### config.mk
export PLATFORM = sky130hd
export DESIGN_NAME = thread_dispatcher
export DESIGN_NICKNAME = d
export VERILOG_FILES = /design/src/rtl/thread_dispatcher.sv
export SDC_FILE = /design/constraint.sdc
export NUM_CORES = 1
export LEC_CHECK = 0
export CAP_MARGIN = 10
export CORE_ASPECT_RATIO = 1.75
export CORE_MARGIN = 2
export CORE_UTILIZATION = 45
export CTS_BUF_LIST = sky130_fd_sc_hd__clkbuf_16
export CTS_CLUSTER_SIZE = 8
export DETAILED_ROUTE_END_ITERATION = 10
export PLACE_DENSITY = 0.65
export SLEW_MARGIN = 20
export SYNTH_ARGS = -nofsm -noshare
export SYNTH_HDL_FRONTEND = slang
export SYNTH_SLANG_ARGS = --single-unit
### constraint.sdc
create_clock -name clk -period 4.69 [get_ports clk]
set_clock_uncertainty 0.15 [all_clocks]
set_input_delay 0.938 -clock clk [delete_from_list [all_inputs] [get_ports clk]]
set_output_delay 0.938 -clock clk [all_outputs]
set_load 0.005 [all_outputs]
### src/rtl/thread_dispatcher.sv
// thread_dispatcher: FIFO-buffered job dispatcher feeding a multi-thread core round-robin.
// Optional per-slot watchdog is compiled in with DISPATCH_TIMEOUT_EN.

module thread_dispatcher_slot #(
  parameter int JOB_ID_WIDTH   = 8,
  parameter int TIMEOUT_CYCLES = 2048
) (
  input  logic                    clk,
  input  logic                    reset,
  input  logic                    grant,
  input  logic                    done,
  input  logic                    accept,
  input  logic [JOB_ID_WIDTH-1:0] id_in,
  output logic                    is_free,
  output logic                    is_done,
  output logic                    is_to,
  output logic [JOB_ID_WIDTH-1:0] id
);
  typedef enum logic [1:0] {S_FREE, S_START, S_RUN, S_DONE} state_t;
  state_t state, state_nxt;
  logic   to_hit;

`ifdef DISPATCH_TIMEOUT_EN
  localparam int CW = $clog2(TIMEOUT_CYCLES);
  logic [CW-1:0] cnt;
  logic          to_q;

  // Counter is 0 on the first RUN cycle; the slot leaves RUN on the edge where it reaches T-1.
  always_ff @(posedge clk) begin
    if (reset || state != S_RUN) cnt <= '0;
    else                         cnt <= cnt + CW'(1);
  end

  assign to_hit = (state == S_RUN) && (cnt == CW'(TIMEOUT_CYCLES - 2));

  always_ff @(posedge clk) begin
    if (reset)                 to_q <= 1'b0;
    else if (state == S_RUN)   to_q <= to_hit && !done;
  end

  assign is_to = to_q && (state == S_DONE);
`else
  wire unused_timeout = (TIMEOUT_CYCLES != 0);
  assign to_hit = 1'b0;
  assign is_to  = 1'b0;
`endif

  always_ff @(posedge clk) begin
    if (reset) state <= S_FREE;
    else       state <= state_nxt;
  end

  always_comb begin
    state_nxt = state;
    case (state)
      S_FREE:  if (grant) state_nxt = S_START;
      S_START: state_nxt = S_RUN;
      S_RUN:   if (done || to_hit) state_nxt = S_DONE;
      S_DONE:  if (accept) state_nxt = S_FREE;
      default: state_nxt = S_FREE;
    endcase
  end

  always_ff @(posedge clk) begin
    if (reset)                          id <= '0;
    else if (grant && state == S_FREE)  id <= id_in;
  end

  assign is_free = (state == S_FREE);
  assign is_done = (state == S_DONE);
endmodule

module thread_dispatcher #(
  parameter int NUM_THREADS_PER_CORE = 4,
  parameter int JOB_ID_WIDTH         = 8,
  parameter int FIFO_DEPTH           = 8,
  parameter int TIMEOUT_CYCLES       = 2048
) (
  input  logic                                    clk,
  input  logic                                    reset,
  input  logic                                    job_valid,
  input  logic [JOB_ID_WIDTH-1:0]                 job_id,
  output logic                                    job_ready,
  output logic [NUM_THREADS_PER_CORE-1:0]         start_thread,
  input  logic [NUM_THREADS_PER_CORE-1:0]         thread_busy,
  input  logic [NUM_THREADS_PER_CORE-1:0]         thread_done,
  output logic                                    cmpl_valid,
  output logic [JOB_ID_WIDTH-1:0]                 cmpl_id,
  output logic [$clog2(NUM_THREADS_PER_CORE)-1:0] cmpl_thread,
  output logic                                    cmpl_timeout,
  input  logic                                    cmpl_ready,
  output logic [$clog2(FIFO_DEPTH):0]             pending,
  output logic                                    idle
);
  localparam int NT = NUM_THREADS_PER_CORE;
  localparam int TW = $clog2(NT);
  localparam int AW = $clog2(FIFO_DEPTH);
  localparam int PW = AW + 1;

  typedef struct packed {
    logic [JOB_ID_WIDTH-1:0] id;
    logic [TW-1:0]           thr;
    logic                    to;
  } cmpl_t;

  // FIFO
  logic [JOB_ID_WIDTH-1:0] mem [FIFO_DEPTH];
  logic [AW-1:0]           wr_ptr, rd_ptr;
  logic [PW-1:0]           count;
  logic                    push, pop;

  assign job_ready = (count < PW'(FIFO_DEPTH));
  assign push      = job_valid && job_ready;
  assign pending   = count;

  always_ff @(posedge clk) begin
    if (push) mem[wr_ptr] <= job_id;
  end

  always_ff @(posedge clk) begin
    if (reset) begin
      wr_ptr <= '0;
      rd_ptr <= '0;
      count  <= '0;
    end else begin
      if (push) wr_ptr <= wr_ptr + AW'(1);
      if (pop)  rd_ptr <= rd_ptr + AW'(1);
      count <= count + PW'(push) - PW'(pop);
    end
  end

  // Slots
  logic [NT-1:0]                   slot_free, slot_done, slot_to, elig, grant, accept;
  logic [NT-1:0][JOB_ID_WIDTH-1:0] slot_id;

  for (genvar g = 0; g < NT; g++) begin : g_slot
    thread_dispatcher_slot #(
      .JOB_ID_WIDTH  (JOB_ID_WIDTH),
      .TIMEOUT_CYCLES(TIMEOUT_CYCLES)
    ) u_slot (
      .clk    (clk),
      .reset  (reset),
      .grant  (grant[g]),
      .done   (thread_done[g]),
      .accept (accept[g]),
      .id_in  (mem[rd_ptr]),
      .is_free(slot_free[g]),
      .is_done(slot_done[g]),
      .is_to  (slot_to[g]),
      .id     (slot_id[g])
    );
  end

  // Round-robin dispatch, searching upward from rr_ptr
  logic [TW-1:0] rr_ptr, pick, cand;
  logic          found, dispatch;
  int            idx;

  assign elig = slot_free & ~thread_busy;

  always_comb begin
    found = 1'b0;
    pick  = '0;
    cand  = '0;
    idx   = 0;
    for (int k = 0; k < NT; k++) begin
      idx  = (int'(rr_ptr) + k) % NT;
      cand = TW'(idx);
      if (!found && elig[cand]) begin
        found = 1'b1;
        pick  = cand;
      end
    end
  end

  assign dispatch     = found && (count != '0) && !reset;
  assign pop          = dispatch;
  assign grant        = dispatch ? (NT'(1) << pick) : '0;
  assign start_thread = grant;

  always_ff @(posedge clk) begin
    if (reset)         rr_ptr <= '0;
    else if (dispatch) rr_ptr <= (int'(pick) == NT - 1) ? '0 : pick + TW'(1);
  end

  // Completion: lowest DONE slot, but a stalled record stays put until accepted
  logic [TW-1:0] low, sel, sel_q;
  logic          lock_q;
  cmpl_t         rec;

  always_comb begin
    low = '0;
    for (int k = NT - 1; k >= 0; k--) begin
      if (slot_done[k]) low = TW'(k);
    end
  end

  assign sel        = lock_q ? sel_q : low;
  assign cmpl_valid = slot_done[sel] && !reset;
  assign accept     = (cmpl_valid && cmpl_ready) ? (NT'(1) << sel) : '0;

  always_ff @(posedge clk) begin
    if (reset) begin
      lock_q <= 1'b0;
      sel_q  <= '0;
    end else begin
      lock_q <= cmpl_valid && !cmpl_ready;
      sel_q  <= sel;
    end
  end

  assign rec          = '{id: slot_id[sel], thr: sel, to: slot_to[sel] && cmpl_valid};
  assign cmpl_id      = rec.id;
  assign cmpl_thread  = rec.thr;
  assign cmpl_timeout = rec.to;

  assign idle = (count == '0) && (&slot_free);
endmodule

======== Word level (Yosys, flattened, before mapping) ========
Memories as Yosys holds them, arrays and structs flattened. A register that Yosys moved wholly into a read port is not among the register bits.
Cells that the tools add are included.
word-level totals
  memory bits (writable) .................. 64
  register bits ........................... 55
  output and inout bits ................... 22
  memories ................................ 1
memories
  name  depth  bits a word  rd ports  clocked after memory_dff  write ports  line  RTL
  mem   8      8            1         1                         1            107   logic [JOB_ID_WIDTH-1:0] mem [FIFO_DEPTH];
cells by class
  equal/unequal tests ..................... 25
  add/subtract/negate cells ............... 8
  order comparisons ....................... 6
  bitwise logic cells ..................... 2
  shift operators ......................... 2
  reductions and logical operators ........ 31
  mux-type cells .......................... 50
operators with widths
  operator                                                                      count
  2-bit 2-to-1 mux                                                              22
  2-bit one-hot mux with 4 select lines                                         4
  2-bit inequality test, second input constant                                  12
  8-bit binary-select mux with 2-bit select                                     1
  2-bit equality test, second input constant                                    8
  1-bit logical AND                                                             15
  2-bit by 3-bit less-than comparator with 1-bit output, second input constant  5
  1-bit binary-select mux with 2-bit select                                     6
  1-bit 2-to-1 mux                                                              12
  3-bit AND reduction                                                           4
  2-bit by 1-bit equality test with 1-bit output, second input constant         5
  2-bit zero test                                                               4
  4-bit 2-to-1 mux                                                              2
  8-bit 2-to-1 mux                                                              1
  1-bit by 2-bit << shifter with 4-bit output, first input constant             2
  3-bit by 1-bit adder with 3-bit output, second input constant                 2
  3-bit 2-to-1 mux                                                              2
  1-bit zero test                                                               5
  2-bit by 1-bit adder with 2-bit output, second input constant                 2
  2-bit adder, second input constant                                            2
  4-bit by 1-bit adder with 4-bit output                                        1
  4-bit AND                                                                     1
  4-bit zero test                                                               1
  4-bit less-than comparator, second input constant                             1
  other kinds (4)                                                               4

======== Depth between registers and ports, before layout ========
Gate-level depths: netlist of run 1.
  depth in word-level cells ............... 19
  mapped depth ............................ 14
  mapped depth without buffers ............ 12

======== Hierarchy ========
A second synthesis of run 1 with hierarchy kept.
second synthesis, totals
  cells, all modules ...................... 488
  area total of the unflattened synthesis .. 5790.6 µm²
modules (own cells, without submodules)
  module                  instances  area an instance (µm²)  cells an instance
  thread_dispatcher       1          3868.7                  268
  thread_dispatcher_slot  4          480.5                   55

======== Worst setup path before layout of run 1 ========
No wires, ideal clock.
  path type ............................... input to register
  start ................................... input port thread_busy[1]
  end ..................................... register count[2], in the netlist pending[2]
  setup slack ............................. 1.351 ns
  arrival ................................. 3.062 ns
  required time ........................... 4.412 ns
  cell stages on the path ................. 11
  path through ............................ and2b_1 or4_4 buf_6 and2_4 buf_6 ha_1 inv_1 ha_1 fa_1 xnor2_1 nor2_1
between the ends
  longest elaborated chain between the ends .. 17
RTL lines
  what                                             line  RTL
  start, declared                                  85    input logic [NUM_THREADS_PER_CORE-1:0] thread_busy,
  4-bit NOT (*)                                    159   assign elig = slot_free & ~thread_busy;
  4-bit AND (*)                                    159
  1-bit binary-select mux with 2-bit select        169   if (!found && elig[cand]) begin
  1-bit 2-to-1 mux (not written as such)           169
  1-bit 2-to-1 mux                                 169
  1-bit zero test                                  169
  1-bit logical AND                                169
  1-bit 2-to-1 mux                                 169
  1-bit zero test                                  169
  1-bit logical AND                                169
  1-bit 2-to-1 mux                                 169
  1-bit zero test                                  169
  1-bit logical AND                                169
  1-bit 2-to-1 mux (*)                             169
  1-bit logical AND (*) (2 in series)              176   assign dispatch = found && (count != '0) && !reset;
  4-bit by 1-bit subtractor with 4-bit output (*)  128   count <= count + PW'(push) - PW'(pop);
  end signal, assigned                             128
  end, declared                                    109   logic [PW-1:0] count;
Mark *: on every way between the ends. The rest lies on a longest branch, timed or not. The select of a mux whose other input is x is not followed.
A chain may end at the register's enable or synchronous reset.

======== Worst setup path in the final report of run 1 ========
  start ................................... input port thread_busy[0]
  end ..................................... output port start_thread[0]
between the ends
  longest elaborated chain between the ends .. 17
RTL lines
  what                                       line  RTL
  4-bit NOT (*)                              159
  4-bit AND (*)                              159
  1-bit binary-select mux with 2-bit select  169
  1-bit 2-to-1 mux (not written as such)     169
  1-bit 2-to-1 mux                           169
  1-bit zero test                            169
  1-bit logical AND                          169
  1-bit 2-to-1 mux                           169
  1-bit zero test                            169
  1-bit logical AND                          169
  1-bit 2-to-1 mux                           169
  1-bit zero test                            169
  1-bit logical AND                          169
  1-bit 2-to-1 mux                           169
  1-bit logical AND (2 in series)            176
  4-bit 2-to-1 mux (*)                       178   assign grant = dispatch ? (NT'(1) << pick) : '0;
  end, declared                              84    output logic [NUM_THREADS_PER_CORE-1:0] start_thread,
Marked as above.

==> out/qor.txt, run 1 <==
Post-DP HPWL -> 7405 um
Iteration-0 DRC Markers -> 168
CP Data Arrival Time -> 3.15 ns
Critical path launch point -> thread_busy[0]
Longest Clk Path Bufs -> 2
Worst setup path category -> input pin to output pin
Routed WL per cell -> 16.41 um
Syn nets -> 494
Worst endpoint required time -> 3.60 ns
Critical Path End -> start_thread[0]
Cell Rows -> 54
Post-route cell area -> 6714 um^2
CTS Buf Count -> 17
Worst Path Max Fanout -> 5
Leakage power -> 2.587 nW
Total Wirelength -> 10930 um
RD Place Congestion -> 0.8598
H-tree depth -> 4
Initial antenna violation count -> 0
Post-synth EDFFs -> 64
Final Cycle Share -> 0.9028
Vias per cell -> 5.116
Reg2reg end -> pending[2]$_SDFF_PP0_
Vias in the first global route -> 3608
Yosys top cell by area -> edfxtp_1
DIE HEIGHT -> 151.7 um
Clock root cell -> clkbuf_16
Hold_buf cts -> 0
Number of synthesized register bits -> 122
Post-synthesis async set-or-reset flop share -> 0
Number of antenna diodes -> 0
Number of max-slew violations in the final report -> 0
Gr usage total -> 0.1775
Reg2reg start -> g_slot[1].u_slot.state[0]$_SDFFE_PP0P_
CP Launch Type -> input pin
Post-cts sizing count -> 0
CTS tree -> yes
Core Area -> 12300 um^2
Rel. slew slack -> 0.3428
# DRC -> 0
Final Critical Period -> 4.234 ns
VDD IR max -> 0.3074 mV
DRT Pass-1 Iters -> 4
Input/output buffers -> 40
Total power -> 3.689 mW
Worst Hold Class -> flip-flop to flip-flop
Area share of the largest cell type after synthesis -> 0.3426
Register-to-Register Setup Slack -> 1.58 ns
Largest net degree at the start of global routing -> 60
Pwr per Cell Area -> 549.4 nW/um^2
Post-synthesis cell count -> 446
Crit end category -> output pin
Fin util -> 0.5460
Dominant cells by area after synthesis -> edfxtp_1, dfxtp_1, mux2i_1
Hold slack final -> 0.3058 ns
First-pass GRT wire length -> 17510 um
Final #Nets -> 533
CP max stage delay -> 0.51 ns
Worst path cell trace -> clkdlybuf4s50_1, nor2b_4, mux2i_1, nor2_1, nor3_1, inv_1, ha_1, nand3_1, inv_1, clkdlybuf4s50_1
I/O pins -> 42
Reg clk slew, reported paths -> 0.06 ns
Crit-path slowest cell -> clkdlybuf4s50_1
Cell variety after synth -> 46
CTS Sinks -> 122
Syn Std Cell Area -> 5610 um^2
Die ar. -> 13410 um^2
Layout cells sized above 1 -> 0.1426
Status -> completed
Die span in x -> 88.41 um
Worst slew pin tran -> 0.9804 ns
Postcts setup bufs -> 0
Seq/Total Area, Yosys -> 0.5495
R2R cell count -> 11
Skew-Pair Late Insertion Delay -> 0.41 ns
Vias -> 3407
RSZ-0062 raised after global routing -> false
Post-DP Area -> 6137 um^2
Final hold violation count -> 0
Fin Setup TNS -> 0 ns
GRT overflow -> 0
Most used DFF post-synth -> edfxtp_1
Max-cap check violation count -> 0
Highest Clock Rate -> 236.2 MHz
Post-route ant nets -> 0
Area Growth Syn to Fin -> 19.67%
Final setup vio count -> 0
# fillers -> 1062
Avg Synthesized Cell Area -> 12.58 um^2
Synth warn -> 0
Initial core utilization -> 0.4562
cell families after synthesis:
family | share of synthesized area
DFF | 0.5495
and+or+nand+nor | 0.1006
muxes | 0.2021
buffers and inverters | 0.03903
AOI/OAI and AO/OA | 0.03658
adders and majority gates | 0.06378
xor gates and xnor gates | 0.007807
other | 0.0006684
cell usage after synthesis, types with 2 or more instances:
cell	instances
a21oi_1	9
a222oi_1	3
and2_1	2
buf_2	4
buf_4	5
buf_6	2
clkbuf_1	11
dfxtp_1	58
edfxtp_1	64
ha_1	27
inv_1	25
mux2_2	10
mux2i_1	66
mux4_2	16
nand2_1	62
nand2_2	4
nand2b_1	3
nand3_1	5
nor2_1	22
nor2b_1	8
nor3_1	3
nor3b_1	3
o21ai_0	8
xnor2_1	3
xor2_1	2
state kept, by name, indices dropped and copies added, names as in the netlist, named ones only:
signal	count
g_slot.u_slot.id	32
g_slot.u_slot.state	8
lock_q	1
mem	64
pending	4
rd_ptr	3
rr_ptr	2
sel_q	2
wr_ptr	3
power breakdown:
group | switching (mW) | total (mW) | internal (mW)
clock network | 0.472 | 1.25 | 0.780
registers | 0.141 | 1.41 | 1.27
logic | 0.482 | 1.03 | 0.543
cells in the final DEF (no fill, tap or decap), types with 2 or more instances in the layout:
cell / netlist / routed
clkbuf_16: 0 / 17
nor3b_1: 3 / 3
edfxtp_1: 64 / 64
and2_1: 2 / 2
clkinvlp_4: 0 / 3
mux2i_1: 66 / 66
mux4_2: 16 / 16
a222oi_1: 3 / 3
a21oi_1: 9 / 9
nand2b_1: 3 / 3
ha_1: 27 / 27
nor3_2: 0 / 2
clkdlybuf4s50_1: 0 / 40
mux2_2: 10 / 10
inv_1: 25 / 26
clkinv_1: 0 / 2
nand2_1: 62 / 62
xor2_1: 2 / 2
nand3_1: 5 / 5
clkinv_4: 0 / 3
nor2_1: 22 / 22
buf_4: 5 / 2
nor2b_1: 8 / 8
bufinv_16: 0 / 2
xnor2_1: 3 / 3
o21ai_0: 8 / 8
dfxtp_1: 58 / 57
nand2_2: 4 / 4
inv_6: 0 / 3
through the flow:
step | setup WS [ns] | cells
floorplan | 1.351 | 446
global placement | 0.5037 | 634
detailed placement | 0.4537 | 634
CTS | 0.4491 | 666
global route | 0.2772 | 666
finish | 0.4558 | 666
final cells by class:
class	instances	area [um^2]	share of cell area
tap	168	210.2	0.03131
sequential	122	3084	0.4594
clock buffer	17	425.4	0.06336
clock inverter	15	151.4	0.02255
timing repair buffer	42	415.4	0.06187
inverter	26	97.59	0.01454
multi-input combinational	276	2330	0.3470
worst max-delay path: cells and delay by family:
kind,cells,cell delay [ns]
adders and majority gates,1,0.27
and+or+nand+nor,4,0.68
muxes,1,0.12
buffers and inverters,4,1.14
routing by layer:
| metal | track usage | up-vias | wire length (um) |
|---|---|---|---|
| li1 | - | 1661 | - |
| met1 | 0.1924 | 1647 | 4402 |
| met2 | 0.3139 | 68 | 5827 |
| met3 | 0.03792 | 31 | 316 |
| met4 | 0.09848 | 0 | 384 |
| met5 | 0 | - | 0 |
how the worst min path moves through the flow:
stage	from	endpoint	slack, ns	cells past startpoint
2_1_floorplan	g_slot[0].u_slot.id[0]$_SDFFE_PP0P_	g_slot[0].u_slot.id[0]$_SDFFE_PP0P_	0.29	2
3_3_place_gp	g_slot[0].u_slot.id[0]$_SDFFE_PP0P_	g_slot[0].u_slot.id[0]$_SDFFE_PP0P_	0.29	2
3_5_place_dp	g_slot[2].u_slot.id[7]$_SDFFE_PP0P_	g_slot[2].u_slot.id[7]$_SDFFE_PP0P_	0.30	2
4_1_cts	g_slot[2].u_slot.id[7]$_SDFFE_PP0P_	g_slot[2].u_slot.id[7]$_SDFFE_PP0P_	0.31	2
5_1_grt	g_slot[0].u_slot.id[7]$_SDFFE_PP0P_	g_slot[0].u_slot.id[7]$_SDFFE_PP0P_	0.33	2
6_report	g_slot[2].u_slot.id[7]$_SDFFE_PP0P_	g_slot[2].u_slot.id[7]$_SDFFE_PP0P_	0.31	2
Note: power is estimated with default switching activity, not from simulation.
==> inputs of run 2 (changes only) <==
--- a/config.mk
+++ b/config.mk
@@ -8,11 +8,11 @@
 export CAP_MARGIN = 10
 export CORE_ASPECT_RATIO = 1.75
 export CORE_MARGIN = 2
-export CORE_UTILIZATION = 45
+export CORE_UTILIZATION = 55
 export CTS_BUF_LIST = sky130_fd_sc_hd__clkbuf_16
 export CTS_CLUSTER_SIZE = 8
 export DETAILED_ROUTE_END_ITERATION = 10
-export PLACE_DENSITY = 0.65
+export PLACE_DENSITY = 0.77
 export SLEW_MARGIN = 20
 export SYNTH_ARGS = -nofsm -noshare
 export SYNTH_HDL_FRONTEND = slang
==> run 2 against run 1 <==
  * Sequential share of layout area increased by 0.50 points
  * Clock-buffer cell count is 1 higher
  * Non-clock buffer count rose by 2
  * Total power decreased by 1.0%
  * Sequential power barely moved
  * Critical endpoint unchanged
==> out/qor.txt, run 2 (synthesis results as in run 1) <==
Status -> completed (unchanged)
Final Cycle Share -> 0.9151 (was 0.9028)
I/O pins -> 42 (unchanged)
H-tree depth -> 4 (unchanged)
Worst path cell trace -> clkdlybuf4s50_1, nor2b_4, mux2i_1, nor2_1, nor3_1, inv_1, ha_1, nand3_1, inv_1, clkdlybuf4s50_1 (unchanged)
Worst slew pin tran -> 0.9407 ns (was 0.9804 ns)
Input/output buffers -> 40 (unchanged)
Core Area -> 9910 um^2 (was 12300 um^2)
Initial antenna violation count -> 0 (unchanged)
Initial core utilization -> 0.5662 (was 0.4562)
VDD IR max -> 0.4132 mV (was 0.3074 mV)
CP Data Arrival Time -> 3.20 ns (was 3.15 ns)
Iteration-0 DRC Markers -> 143 (was 168)
Vias per cell -> 5.563 (was 5.116)
Hold_buf cts -> 0 (unchanged)
First-pass GRT wire length -> 17190 um (was 17510 um)
Largest net degree at the start of global routing -> 60 (unchanged)
Final hold violation count -> 0 (unchanged)
Switch Pwr -> 1.083 mW (was 1.095 mW)
Worst Hold Class -> flip-flop to flip-flop (unchanged)
Reg power frac -> 0.387 (was 0.383)
Net Sw Frac -> 0.2966 (was 0.2970)
CP top delay family -> buffers and inverters (unchanged)
Worst endpoint required time -> 3.60 ns (about the same)
Cell Rows -> 48 (was 54)
Leakage power -> 2.598 nW (was 2.587 nW)
Die span in x -> 80.35 um (was 88.41 um)
Gr usage total -> 0.2106 (was 0.1775)
Post-route ant nets -> 0 (unchanged)
CP Launch Type -> input pin (unchanged)
Highest Clock Rate -> 233.0 MHz (was 236.2 MHz)
DRT Pass-1 Iters -> 4 (unchanged)
Area Growth Syn to Fin -> 18.38% (was 19.67%)
Worst Path Max Fanout -> 5 (unchanged)
Internal power -> 2.568 mW (was 2.594 mW)
Clock root cell -> clkbuf_16 (unchanged)
Rel. slew slack -> 0.3719 (was 0.3428)
Vias in the first global route -> 3578 (was 3608)
Die ar. -> 11060 um^2 (was 13410 um^2)
Hold slack final -> 0.3078 ns (was 0.3058 ns)
Postcts setup bufs -> 0 (unchanged)
Crit-path slowest cell -> clkdlybuf4s50_1 (unchanged)
Vias -> 3477 (was 3407)
Max FFs per register -> 64 (unchanged)
Regs by FF count -> mem (64), g_slot.u_slot.id (32), g_slot.u_slot.state (8) (unchanged)
Combinational share of power -> 0.285 (was 0.278)
Top reg by flops -> mem (unchanged)
Final Critical Period -> 4.292 ns (was 4.234 ns)
# DRC -> 0 (unchanged)
# fillers -> 747 (was 1062)
CTS Buf Count -> 17 (unchanged)
RSZ-0062 raised after global routing -> false (unchanged)
WP buf/inv -> 4 (unchanged)
Skew-Pair Late Insertion Delay -> 0.41 ns (about the same)
Pwr per Cell Area -> 549.7 nW/um^2 (was 549.4 nW/um^2)
RD Place Congestion -> 0.7685 (was 0.8598)
Fin Setup TNS -> 0 ns (unchanged)
Crit end category -> output pin (unchanged)
CTS tree -> yes (unchanged)
Routed WL per cell -> 16.87 um (was 16.41 um)
Worst setup path category -> input pin to output pin (unchanged)
Total Wirelength -> 10550 um (was 10930 um)
GRT overflow -> 0 (unchanged)
Reg clk slew, reported paths -> 0.05 ns (was 0.06 ns)
Most common cell after layout, fill and taps aside -> mux2i_1 (unchanged)
Layout cells sized above 1 -> 0.1440 (was 0.1426)
Longest Clk Path Bufs -> 2 (unchanged)
Final #Nets -> 535 (was 533)
Number of max-slew violations in the final report -> 0 (unchanged)
Max-cap check violation count -> 0 (unchanged)
CP max stage delay -> 0.50 ns (was 0.51 ns)
Number of antenna diodes -> 0 (unchanged)
CTS Sinks -> 122 (unchanged)
Clock Power Share -> 0.328 (was 0.339)
Post-cts sizing count -> 0 (unchanged)
Post-DP HPWL -> 7346 um (was 7405 um)
DIE HEIGHT -> 137.6 um (was 151.7 um)
Final setup vio count -> 0 (unchanged)
Most frequent cells in the layout -> mux2i_1, edfxtp_1, nand2_1, dfxtp_1, clkdlybuf4s50_1 (unchanged)
-- run 2: layout make-up --
| type | count | area, um^2 | share of cell area |
|---|---|---|---|
| tap | 125 | 156.4 | 0.02355 |
| timing repair buffer | 44 | 430.4 | 0.06481 |
| clock buffer | 18 | 450.4 | 0.06782 |
| sequential | 122 | 3084 | 0.4644 |
| multi-input combinational | 276 | 2320 | 0.3493 |
| inverter | 26 | 97.59 | 0.01469 |
| clock inverter | 14 | 102.6 | 0.01545 |
-- run 2: power groups by stage --
stage	clock, mW	sequential, mW	combinational, mW
2_1_floorplan	0	1.35	0.817
4_1_cts	1.21	1.42	1.05
5_1_grt	1.27	1.44	1.14
3_3_place_gp	0	1.42	1.00
6_report	1.20	1.41	1.04
3_5_place_dp	0	1.44	1.04
-- run 2: final timing paths --
| path | from | endpoint | slack, ns | depth (start not counted) |
|---|---|---|---|---|
| hold reg to reg | g_slot[0].u_slot.id[3]$_SDFFE_PP0P_ | g_slot[0].u_slot.id[3]$_SDFFE_PP0P_ | 0.31 | 2 |
| setup / recovery | thread_busy[0] | start_thread[0] | 0.40 | 10 |
| setup reg to reg | g_slot[0].u_slot.state[0]$_SDFFE_PP0P_ | pending[2]$_SDFF_PP0_ | 1.56 | 11 |
| hold / removal | g_slot[0].u_slot.id[3]$_SDFFE_PP0P_ | g_slot[0].u_slot.id[3]$_SDFFE_PP0P_ | 0.31 | 2 |
-- run 2: metal layers --
metal  wire length, um  track usage
met1              4295       0.2335
met4               253      0.09416
met5                 0            0
met3               347      0.05832
met2              5648       0.3708
-- run 2: worst reg2reg max path, delay by kind of cell, from the launching register on --
| kind | cells | cell delay, ns |
|---|---|---|
| XOR/XNOR | 1 | 0.17 |
| flip-flops | 1 | 0.36 |
| AND/OR/NAND/NOR | 4 | 1.04 |
| buffers and inverters | 2 | 0.14 |
| adder cells (fa/ha/maj) | 4 | 1.16 |
-- run 2: stage by stage --
| stage | std cells | util | power, mW | instance area (um^2) | setup slack, ns |
|---|---|---|---|---|---|
| floorplan | 446 | - | 2.169 | 5610 | 1.351 |
| global placement | 593 | 0.6143 | 2.430 | 6087 | 0.5382 |
| detailed placement | 593 | 0.6143 | 2.479 | 6087 | 0.4427 |
| CTS | 625 | 0.6701 | 3.680 | 6640 | 0.4361 |
| global route | 625 | 0.6702 | 3.858 | 6641 | 0.2702 |
| finish | 625 | 0.6702 | 3.651 | 6641 | 0.3983 |
==> inputs of run 3 (changes only) <==
--- a/config.mk
+++ b/config.mk
@@ -5,7 +5,7 @@
 export SDC_FILE = /design/constraint.sdc
 export NUM_CORES = 1
 export LEC_CHECK = 0
-export CAP_MARGIN = 10
+export CAP_MARGIN = 20
 export CORE_ASPECT_RATIO = 1.75
 export CORE_MARGIN = 2
 export CORE_UTILIZATION = 55
==> results of run 3 <==
Same layout as run 2: the final DEF is identical, and so are final timing and power.
